<file path="config.mk">
export PLATFORM = sky130hd
export DESIGN_NAME = pc_stack_unit
export DESIGN_NICKNAME = d
export VERILOG_FILES = /design/src/rtl/pc_pkg.sv /design/src/rtl/ras_stack.sv /design/src/rtl/pc_stack_unit.sv
export SDC_FILE = /design/constraint.sdc
export NUM_CORES = 1
export LEC_CHECK = 0
export ABC_AREA = 1
export BUFFER_PORTS_ARGS = -buffer_cell sky130_fd_sc_hd__buf_4
export CAP_MARGIN = 15
export CELL_PAD_IN_SITES_DETAIL_PLACEMENT = 1
export CELL_PAD_IN_SITES_GLOBAL_PLACEMENT = 2
export CORE_ASPECT_RATIO = 1.1
export CORE_MARGIN = 1.5
export CORE_UTILIZATION = 35
export CTS_CLUSTER_SIZE = 20
export DETAILED_ROUTE_END_ITERATION = 8
export PLACE_DENSITY = 0.79
export SLEW_MARGIN = 20
export SYNTH_ARGS = -nofsm -noshare
export SYNTH_HDL_FRONTEND = slang
export SYNTH_SLANG_ARGS = --single-unit
</file>
<file path="constraint.sdc">
create_clock -name clk -period 3.2 [get_ports clk]
set_clock_uncertainty 0.1 [all_clocks]
set_input_delay 0.16 -clock clk [delete_from_list [all_inputs] [get_ports clk]]
set_output_delay 0.16 -clock clk [all_outputs]
set_load 0.005 [all_outputs]
</file>
<file path="src/rtl/pc_pkg.sv">
// Shared types and helpers for the program-counter / return-address-stack unit.
package pc_pkg;

  typedef enum logic [2:0] {
    PC_OP_HOLD,
    PC_OP_INC,
    PC_OP_LOAD,
    PC_OP_REL,
    PC_OP_CALL,
    PC_OP_RET
  } pc_op_t;

  function automatic int ras_ptr_w(input int depth);
    return (depth > 1) ? $clog2(depth) : 1;
  endfunction

  // Stall outranks every command; ret outranks call when both arrive together.
  function automatic pc_op_t pc_sel(input logic stall, input logic ret, input logic call,
                                    input logic load, input logic rel, input logic inc);
    if (stall)     return PC_OP_HOLD;
    else if (ret)  return PC_OP_RET;
    else if (call) return PC_OP_CALL;
    else if (load) return PC_OP_LOAD;
    else if (rel)  return PC_OP_REL;
    else if (inc)  return PC_OP_INC;
    else           return PC_OP_HOLD;
  endfunction

endpackage

</file>
<file path="src/rtl/ras_stack.sv">
// Circular return-address stack; a push when full overwrites the oldest entry.
module ras_stack
  import pc_pkg::*;
#(
  parameter int PC_WIDTH  = 16,
  parameter int RAS_DEPTH = 4
) (
  input  logic                clk,
  input  logic                reset,
  input  logic                push_i,
  input  logic                pop_i,
  input  logic [PC_WIDTH-1:0] push_data_i,
  output logic [PC_WIDTH-1:0] top_o,
  output logic                full_o,
  output logic                empty_o
);
  localparam int PTR_W = ras_ptr_w(RAS_DEPTH);
  localparam int CNT_W = PTR_W + 1;
  localparam logic [CNT_W-1:0] DEPTH_C = CNT_W'(RAS_DEPTH);

  logic [PC_WIDTH-1:0] mem_q [RAS_DEPTH];
  logic [PTR_W-1:0]    ptr_q, ptr_d;
  logic [CNT_W-1:0]    cnt_q, cnt_d;
  logic                full_q, empty_q;

  always_comb begin
    ptr_d = ptr_q;
    cnt_d = cnt_q;
    if (push_i) begin
      ptr_d = ptr_q + 1'b1;
      if (cnt_q != DEPTH_C) cnt_d = cnt_q + 1'b1;
    end else if (pop_i && cnt_q != '0) begin
      ptr_d = ptr_q - 1'b1;
      cnt_d = cnt_q - 1'b1;
    end
  end

  always_ff @(posedge clk) begin
    if (reset) begin
      ptr_q   <= '0;
      cnt_q   <= '0;
      full_q  <= 1'b0;
      empty_q <= 1'b1;
    end else begin
      ptr_q   <= ptr_d;
      cnt_q   <= cnt_d;
      full_q  <= (cnt_d == DEPTH_C);
      empty_q <= (cnt_d == '0);
    end
  end

  // Pointer wraps at RAS_DEPTH, so pushing while full lands on the oldest slot.
  always_ff @(posedge clk) begin
    if (!reset && push_i) mem_q[ptr_d] <= push_data_i;
  end

  assign top_o   = mem_q[ptr_q];
  assign full_o  = full_q;
  assign empty_o = empty_q;

endmodule

</file>
<file path="src/rtl/pc_stack_unit.sv">
// Program counter with inc/load/relative branch, stall and call/return via RAS.
// Optional PC_TRACE_EN adds prev_pc and branch_taken outputs.
module pc_stack_unit
  import pc_pkg::*;
#(
  parameter int PC_WIDTH     = 16,
  parameter int RAS_DEPTH    = 4,
  parameter int RESET_VECTOR = 0,
  parameter int INC_STEP     = 1
) (
  input  logic                clk,
  input  logic                reset,
  input  logic                stall,
  input  logic                inc,
  input  logic                load_enable,
  input  logic [PC_WIDTH-1:0] data_in,
  input  logic                rel_enable,
  input  logic [PC_WIDTH-1:0] offset,
  input  logic                call,
  input  logic                ret,
  output logic [PC_WIDTH-1:0] data_out,
`ifdef PC_TRACE_EN
  output logic [PC_WIDTH-1:0] prev_pc,
  output logic                branch_taken,
`endif
  output logic                ras_empty,
  output logic                ras_full,
  output logic                ras_overflow,
  output logic                ras_underflow
);
  localparam logic [PC_WIDTH-1:0] RST_VEC_C = PC_WIDTH'(RESET_VECTOR);
  localparam logic [PC_WIDTH-1:0] STEP_C    = PC_WIDTH'(INC_STEP);

  pc_op_t              op;
  logic [PC_WIDTH-1:0] pc_q, pc_d;
  logic                ovf_q, ovf_d, unf_q, unf_d;
  logic                push, pop;
  logic [PC_WIDTH-1:0] ras_top;
  logic                ras_full_w, ras_empty_w;

  assign op = pc_sel(stall, ret, call, load_enable, rel_enable, inc);

  always_comb begin
    pc_d  = pc_q;
    ovf_d = ovf_q;
    unf_d = unf_q;
    push  = 1'b0;
    pop   = 1'b0;
    case (op)
      PC_OP_RET: begin
        if (!ras_empty_w) begin
          pc_d = ras_top;
          pop  = 1'b1;
        end else begin
          unf_d = 1'b1;
        end
      end
      PC_OP_CALL: begin
        push = 1'b1;
        pc_d = data_in;
        if (ras_full_w) ovf_d = 1'b1;
      end
      PC_OP_LOAD: pc_d = data_in;
      PC_OP_REL:  pc_d = pc_q + offset;
      PC_OP_INC:  pc_d = pc_q + STEP_C;
      default:    ;
    endcase
  end

  always_ff @(posedge clk) begin
    if (reset) begin
      pc_q  <= RST_VEC_C;
      ovf_q <= 1'b0;
      unf_q <= 1'b0;
    end else begin
      pc_q  <= pc_d;
      ovf_q <= ovf_d;
      unf_q <= unf_d;
    end
  end

  ras_stack #(
    .PC_WIDTH (PC_WIDTH),
    .RAS_DEPTH(RAS_DEPTH)
  ) u_ras (
    .clk        (clk),
    .reset      (reset),
    .push_i     (push),
    .pop_i      (pop),
    .push_data_i(pc_q + STEP_C),
    .top_o      (ras_top),
    .full_o     (ras_full_w),
    .empty_o    (ras_empty_w)
  );

  assign data_out      = pc_q;
  assign ras_empty     = ras_empty_w;
  assign ras_full      = ras_full_w;
  assign ras_overflow  = ovf_q;
  assign ras_underflow = unf_q;

`ifdef PC_TRACE_EN
  logic [PC_WIDTH-1:0] prev_q;
  logic                bt_q;
  logic                ret_ok, taken, upd;

  // An underflowing ret leaves the PC alone, so it neither pulses nor moves prev_pc.
  assign ret_ok = (op == PC_OP_RET) && !ras_empty_w;
  assign taken  = ret_ok || (op == PC_OP_CALL) || (op == PC_OP_LOAD) || (op == PC_OP_REL);
  assign upd    = taken || (op == PC_OP_INC);

  always_ff @(posedge clk) begin
    if (reset) begin
      prev_q <= '0;
      bt_q   <= 1'b0;
    end else begin
      bt_q <= taken;
      if (upd) prev_q <= pc_q;
    end
  end

  assign prev_pc      = prev_q;
  assign branch_taken = bt_q;
`endif

endmodule

</file>
* Word level (Yosys, flattened, before mapping)
Memories as Yosys holds them, arrays and structs flattened. A register that Yosys moved wholly into a read port is not among the register bits.
Index checks and enable logic that the tools add are counted.
** Cells by class
- Add/sub/neg operators :: 6
- $mul :: 0
- Divide/modulo/power cells :: 0
- Order comparisons :: 0
- Eq/ne operators :: 8
- Shifts and indexed selects :: 0
- Multiplexer cells :: 19
- Bitwise logic cells :: 0
- Reductions and logical operators :: 10
** Operator list (count)
- 16-bit one-hot mux with 4 select lines :: 1
- 3-bit 2-to-1 mux :: 6
- 16-bit by 1-bit adder with 16-bit output, second input constant :: 1
- 16-bit adder :: 1
- 16-bit 2-to-1 mux :: 1
- 2-bit 2-to-1 mux :: 5
- 3-bit == test, second input constant :: 3
- 3-bit by 2-bit == test with 1-bit output, second input constant :: 2
- 1-bit 2-to-1 mux :: 6
- 2-bit AND reduction :: 3
- 4-bit nonzero test :: 1
- 3-bit by 1-bit adder with 3-bit output, second input constant :: 1
- 3-bit by 1-bit == test with 1-bit output, second input constant :: 1
- 3-bit logical NOT :: 1
- 3-bit inequality test, second input constant :: 1
- 3-bit nonzero test :: 1
- 3-bit by 1-bit subtractor with 3-bit output, second input constant :: 1
- 2-bit by 1-bit adder with 2-bit output, second input constant :: 1
- 1-bit logical AND :: 2
- 2-bit inequality test, second input constant :: 1
- 2-bit OR reduction :: 1
- 2-bit by 1-bit subtractor with 2-bit output, second input constant :: 1
- 1-bit logical NOT :: 1
** Storage, ports and cells
- Register bits :: 25
- Latch bits :: 0
- Memory bits (writable) :: 64
- ROM bits :: 0
- Input bits :: 40
- Output and inout bits :: 20
- Logic and storage cells :: 51
- Memories kept :: 1
** Memories
- u_ras.mem_q :: words 4, bits a word 16, read ports 1, clocked after Yosys merged registers in 1, wr ports 1, RTL line ras_stack.sv:21 : logic [PC_WIDTH-1:0] mem_q [RAS_DEPTH];

* Depth between registers and ports, before layout
- Depth in word-level cells :: 12
- Gate-level depth with buffers :: 15
- Mapped depth without buffers :: 15

* Hierarchy
From an unflattened synthesis, not the netlist that was laid out.
** Second synthesis, totals
- Cell total of the unflattened synthesis :: 651
- Area, all modules :: 5315.1 µm²
** Modules (own cells, without submodules)
- ras_stack :: instances 1, cells each 208, area each 2826.5 µm², seq. area each 2062.0 µm²
- pc_stack_unit :: instances 1, cells each 443, area each 2488.6 µm², seq. area each 360.3 µm²

* Worst setup path after synthesis
Ideal clock, no wire load.
- Path type :: flip-flop to flip-flop
- From :: register u_ras.ptr_q[0]
- To :: memory u_ras.mem_q[0][0] (enable)
- Library setup time :: 409 ps
- Arrival time :: 1933 ps
- Data required time :: 2691 ps
- Slack :: 757 ps
- Stages on the path, launching flop included :: 5
- Buffers on the path :: 2
- Period minus slack after synthesis :: 2443 ps
- Path through :: dfxtp_1 buf_2 clkbuf_1 nand2_1 nor3_1
** On the way
- Cells in the longest elaborated chain, start to end :: 3
- Elaborated cells on any way between the ends :: 4
- Those cells by class :: add/sub: 2; mux: 2
** Ends and longest elaborated chain
- start, declared :: RTL line ras_stack.sv:22 : logic [PTR_W-1:0] ptr_q, ptr_d;
- start signal, assigned :: RTL line ras_stack.sv:45 : ptr_q <= ptr_d;
- 2-bit by 1-bit subtractor with 2-bit output :: RTL line ras_stack.sv:33 : ptr_d = ptr_q - 1'b1;
- 2-bit 2-to-1 mux :: RTL line ras_stack.sv:32 : end else if (pop_i && cnt_q != '0) begin
- 2-bit 2-to-1 mux (*) :: RTL line ras_stack.sv:29 : if (push_i) begin
- end, declared :: RTL line ras_stack.sv:21
Mark *: on every way between the ends. The rest lies on a longest branch, timed or not.

* Worst setup path in the final report
- From :: register u_ras.cnt_q[0]
- To :: memory u_ras.mem_q[1][11] (enable)
** On the way
- Cells in the longest elaborated chain, start to end :: 4
** Ends and longest elaborated chain
- start, declared :: RTL line ras_stack.sv:23 : logic [CNT_W-1:0] cnt_q, cnt_d;
- start signal, assigned :: RTL line ras_stack.sv:46 : cnt_q <= cnt_d;
- 3-bit nonzero test :: RTL line ras_stack.sv:32
- 1-bit logical AND :: RTL line ras_stack.sv:32
- 2-bit 2-to-1 mux :: RTL line ras_stack.sv:32
- 2-bit 2-to-1 mux :: RTL line ras_stack.sv:29
Every way passes these cells.

==> results.txt <==
* Count of H-tree levels built during CTS: 3
* Synth-to-Final Area Change: 19.1%
- At the worst endpoint, the required time is about 3 ns.
- Core footprint: roughly 0.015 mm²
- Endpoints failing setup: 0
- For this configuration, the core starts out at a cell density of a little over a third.
- Global routing consumed, over all layers together, 21.0% of the routing resources.
- After detailed routing, the number of remaining DRC violations is 0.
- Cell with the largest stage delay on the worst path: sky130_fd_sc_hd__inv_1
* Cell family with the largest share of critical-path delay: buffers and inverters
- Via count of the first global-routing pass: 4848
- Across all hold checks on the routed design, the worst slack comes to between 0.09 and 0.1 ns.
- Type of the worst min-delay path: in -> reg
- Summed over all failing endpoints, the final setup total negative slack is 0 ns.
- After the last flow step, the layout net total stands at 778.
* Run status: complete, no violations
- Clock tree synthesis inserted a total of 9 buffers.
* Antenna violations before repair: 0
* Endpoints failing hold: 0
* Via count: ~4600
- Overall die height: 132 µm
- Startpoint types: register
* RSZ-0062 raised after global routing: no
- CTS clock-pin slew for the worst setup and hold paths: around 0.060 ns
- From left edge to right edge, the die measures approximately 120 µm.
* Clock insertion delay at the later pin of the skew report: 0.34 ns
- The cell sitting at the root of the clock tree is a sky130_fd_sc_hd__clkbuf_16.
* Final max-slew violation count: 0
- Ratio of cells with drive above 1 in the final layout: ~17%
- Buffer and inverter count on the worst path: 2
- Final critical-path required period: roughly 2.5 ns
* Max_cap viols: 0
* Total number of yosys warnings: 0
- Mapped Avg Cell Area: 8.10 µm²
- Unique cell type count in the Yosys netlist: 49
- After detailed routing, the number of vias per cell comes to slightly above 5.
- Number of standard-cell rows in the floorplan: 46
- Summed over all cells, the static leakage comes to around 0.0027 µW.
- Global-route wire length before repair: ~26000 µm
* Post CTS Setup Buffer Count: 0
* Highest clock frequency the design can meet: approximately 0.41 GHz
- # placed instances: 899
- Arrival time of data at the critical path endpoint: around 2.3 ns
* Post-layout instance count excluding filler cells: about 900
- Highest fanout seen on the critical path: 16
- Cell area after placement: approximately 0.006 mm²
- Count of antenna diodes in the layout: 0
- Entering global routing, the biggest net connects 37 pins.
- Summed over all layers, the routed wires come to roughly 16000 µm.
- Hold repair after CTS inserted 0 buffers.
* # IOs: 60
- Traced cell by cell, the critical path runs through inv_1 -> ha_1 -> nand2_1 -> nand2_1 -> o21ai_1 -> xor2_1 -> nand3_1 -> inv_1.
- After legalization and detailed placement, the total HPWL measured 12300 µm.
- Counting flops and latches in the post-synthesis netlist gives between 80 and 90.
* Slew at the pin closest to its max-slew limit: between 0.8 and 0.9 ns
* Final Power: a little under 3000 µW
- Type of destination of the critical path: register
* Sum of overflow across all layers after global routing: 0
- Critical path type: reg -> reg
* Initial drt markers: 221
- Share of the clock period used by the worst path after layout: around three quarters
* Clk sink count: roughly 90
* Total of cells resized after clock tree synthesis: 0
- Input and output buffers added on the ports amount to 59.
* Syn_nets: between 700 and 800
- TritonCTS built the clock tree.
- Power spread over the standard cell area amounts to approximately 460 mW/mm².
- VDD IR-drop max: roughly 0.00026 V
- The synthesized netlist occupies a cell area of ~0.0053 mm².
* Initial DRT Pass Iterations: 7
* Floorplan die area: 0.0158 mm²
- Number of nets with antenna violations after detailed routing: 0
- Cells after synthesis: approximately 650
- Largest stage delay on the critical path: slightly below 0.6 ns
- In the final routed layout, each cell accounts on average for around 18 µm.
- The clock passes through at most 2 buffers.
* Area of all placed cells without fillers: roughly 0.0063 mm²
* Relative max-transition margin: around 42%
* Sequential-to-total area share from yosys stat: 46.1%
* Routability congestion estimate: between 0.7 and 0.8
## cells in the final DEF, fill, tap and decap left out, types with 4 or more instances in the layout
cell / instances
sky130_fd_sc_hd__ha_1: 19
sky130_fd_sc_hd__nand3b_1: 6
sky130_fd_sc_hd__o21bai_1: 6
sky130_fd_sc_hd__nand2_2: 5
sky130_fd_sc_hd__inv_1: 76
sky130_fd_sc_hd__nor3_2: 4
sky130_fd_sc_hd__clkbuf_16: 9
sky130_fd_sc_hd__nand2_1: 159
sky130_fd_sc_hd__o21ai_0: 58
sky130_fd_sc_hd__inv_2: 4
sky130_fd_sc_hd__a21oi_1: 28
sky130_fd_sc_hd__nand3_1: 42
sky130_fd_sc_hd__xor2_1: 8
sky130_fd_sc_hd__edfxtp_1: 64
sky130_fd_sc_hd__o22ai_1: 12
sky130_fd_sc_hd__dfxtp_1: 25
sky130_fd_sc_hd__nor2_1: 63
sky130_fd_sc_hd__nand4_1: 7
sky130_fd_sc_hd__buf_4: 75
sky130_fd_sc_hd__or2_2: 5
## cells in the mapped netlist (all sizes together)
cell / number / area (µm²)
o22ai: 12 / 75.1
nor2: 70 / 309
a221oi: 1 / 8.76
nand4: 7 / 43.8
ha: 19 / 238
a21oi: 31 / 166
clkbuf: 5 / 20.0
o21bai: 6 / 45.0
xnor2: 3 / 33.8
clkinv: 1 / 3.75
o21a: 2 / 15.0
o22a: 1 / 8.76
o211ai: 1 / 7.51
o21ai: 61 / 309
and2: 4 / 27.5
o2111ai: 2 / 17.5
a31oi: 1 / 6.26
nor3: 7 / 45.0
o221ai: 1 / 8.76
edfxtp: 64 / 1920
nand3: 44 / 230
nand2: 165 / 639
fa: 1 / 20.0
inv: 80 / 300
buf: 12 / 76.3
or2: 7 / 43.8
nand3b: 6 / 45.0
xor2: 9 / 86.3
dfxtp: 25 / 500
and3: 1 / 6.26
## cell type report
| cell class | count | area, µm² |
|---|---|---|
| Clock buffer | 11 | 233 |
| Fill cell | 1766 | 8300 |
| Sequential cell | 89 | 2420 |
| Tap cell | 192 | 240 |
| Clock inverter | 5 | 56.3 |
| Multi-Input combinational cell | 462 | 2450 |
| Timing Repair Buffer | 75 | 563 |
| Inverter | 81 | 304 |
## worst paths after layout
kind,to,cells after the start,slack [ns],from
worst max register to register,u_ras.mem_q[1][11],8,0.74,u_ras.cnt_q[0]
worst max-delay path,u_ras.mem_q[1][11],8,0.74,u_ras.cnt_q[0]
worst min register to register,ras_underflow,2,0.37,ras_underflow
worst min-delay path,u_ras.cnt_q[0],2,0.1,reset
## metrics by stage
step	worst slack [ns]	utilization, %
2_1_floorplan	0.757	-
3_3_place_gp	0.774	41.0
3_5_place_dp	0.712	41.0
4_1_cts	0.706	43.0
5_1_grt	0.519	43.0
6_report	0.737	43.0
## routing by layer
layer	global-route usage [%]	wire (µm)	up-vias
met3	2.78	297	13
met5	0	0	-
li1	-	-	2303
met2	36.6	7990	55
met1	27.6	7550	2260
met4	5.09	187	0
## cell families after synthesis
| family | share of synthesized area [%] |
|---|---|
| compound gates | 12.7 |
| xor+xnor | 2.28 |
| fa+ha+maj | 4.90 |
| buf+inv | 7.61 |
| flops | 46.1 |
| simple gates | 26.4 |
## power by group
| group | internal, µW | switching (µW) |
|---|---|---|
| clock network | 604 | 437 |
| registers | 1280 | 40.6 |
| logic | 209 | 338 |
## sequential cells by signal, indices dropped and copies added (netlist names)
name           count
ras_underflow      1
u_ras.empty_o      1
ras_overflow       1
u_ras.mem_q       64
u_ras.cnt_q        3
data_out          16
u_ras.ptr_q        2
u_ras.full_o       1
Note: power is estimated with default switching activity, not from simulation.
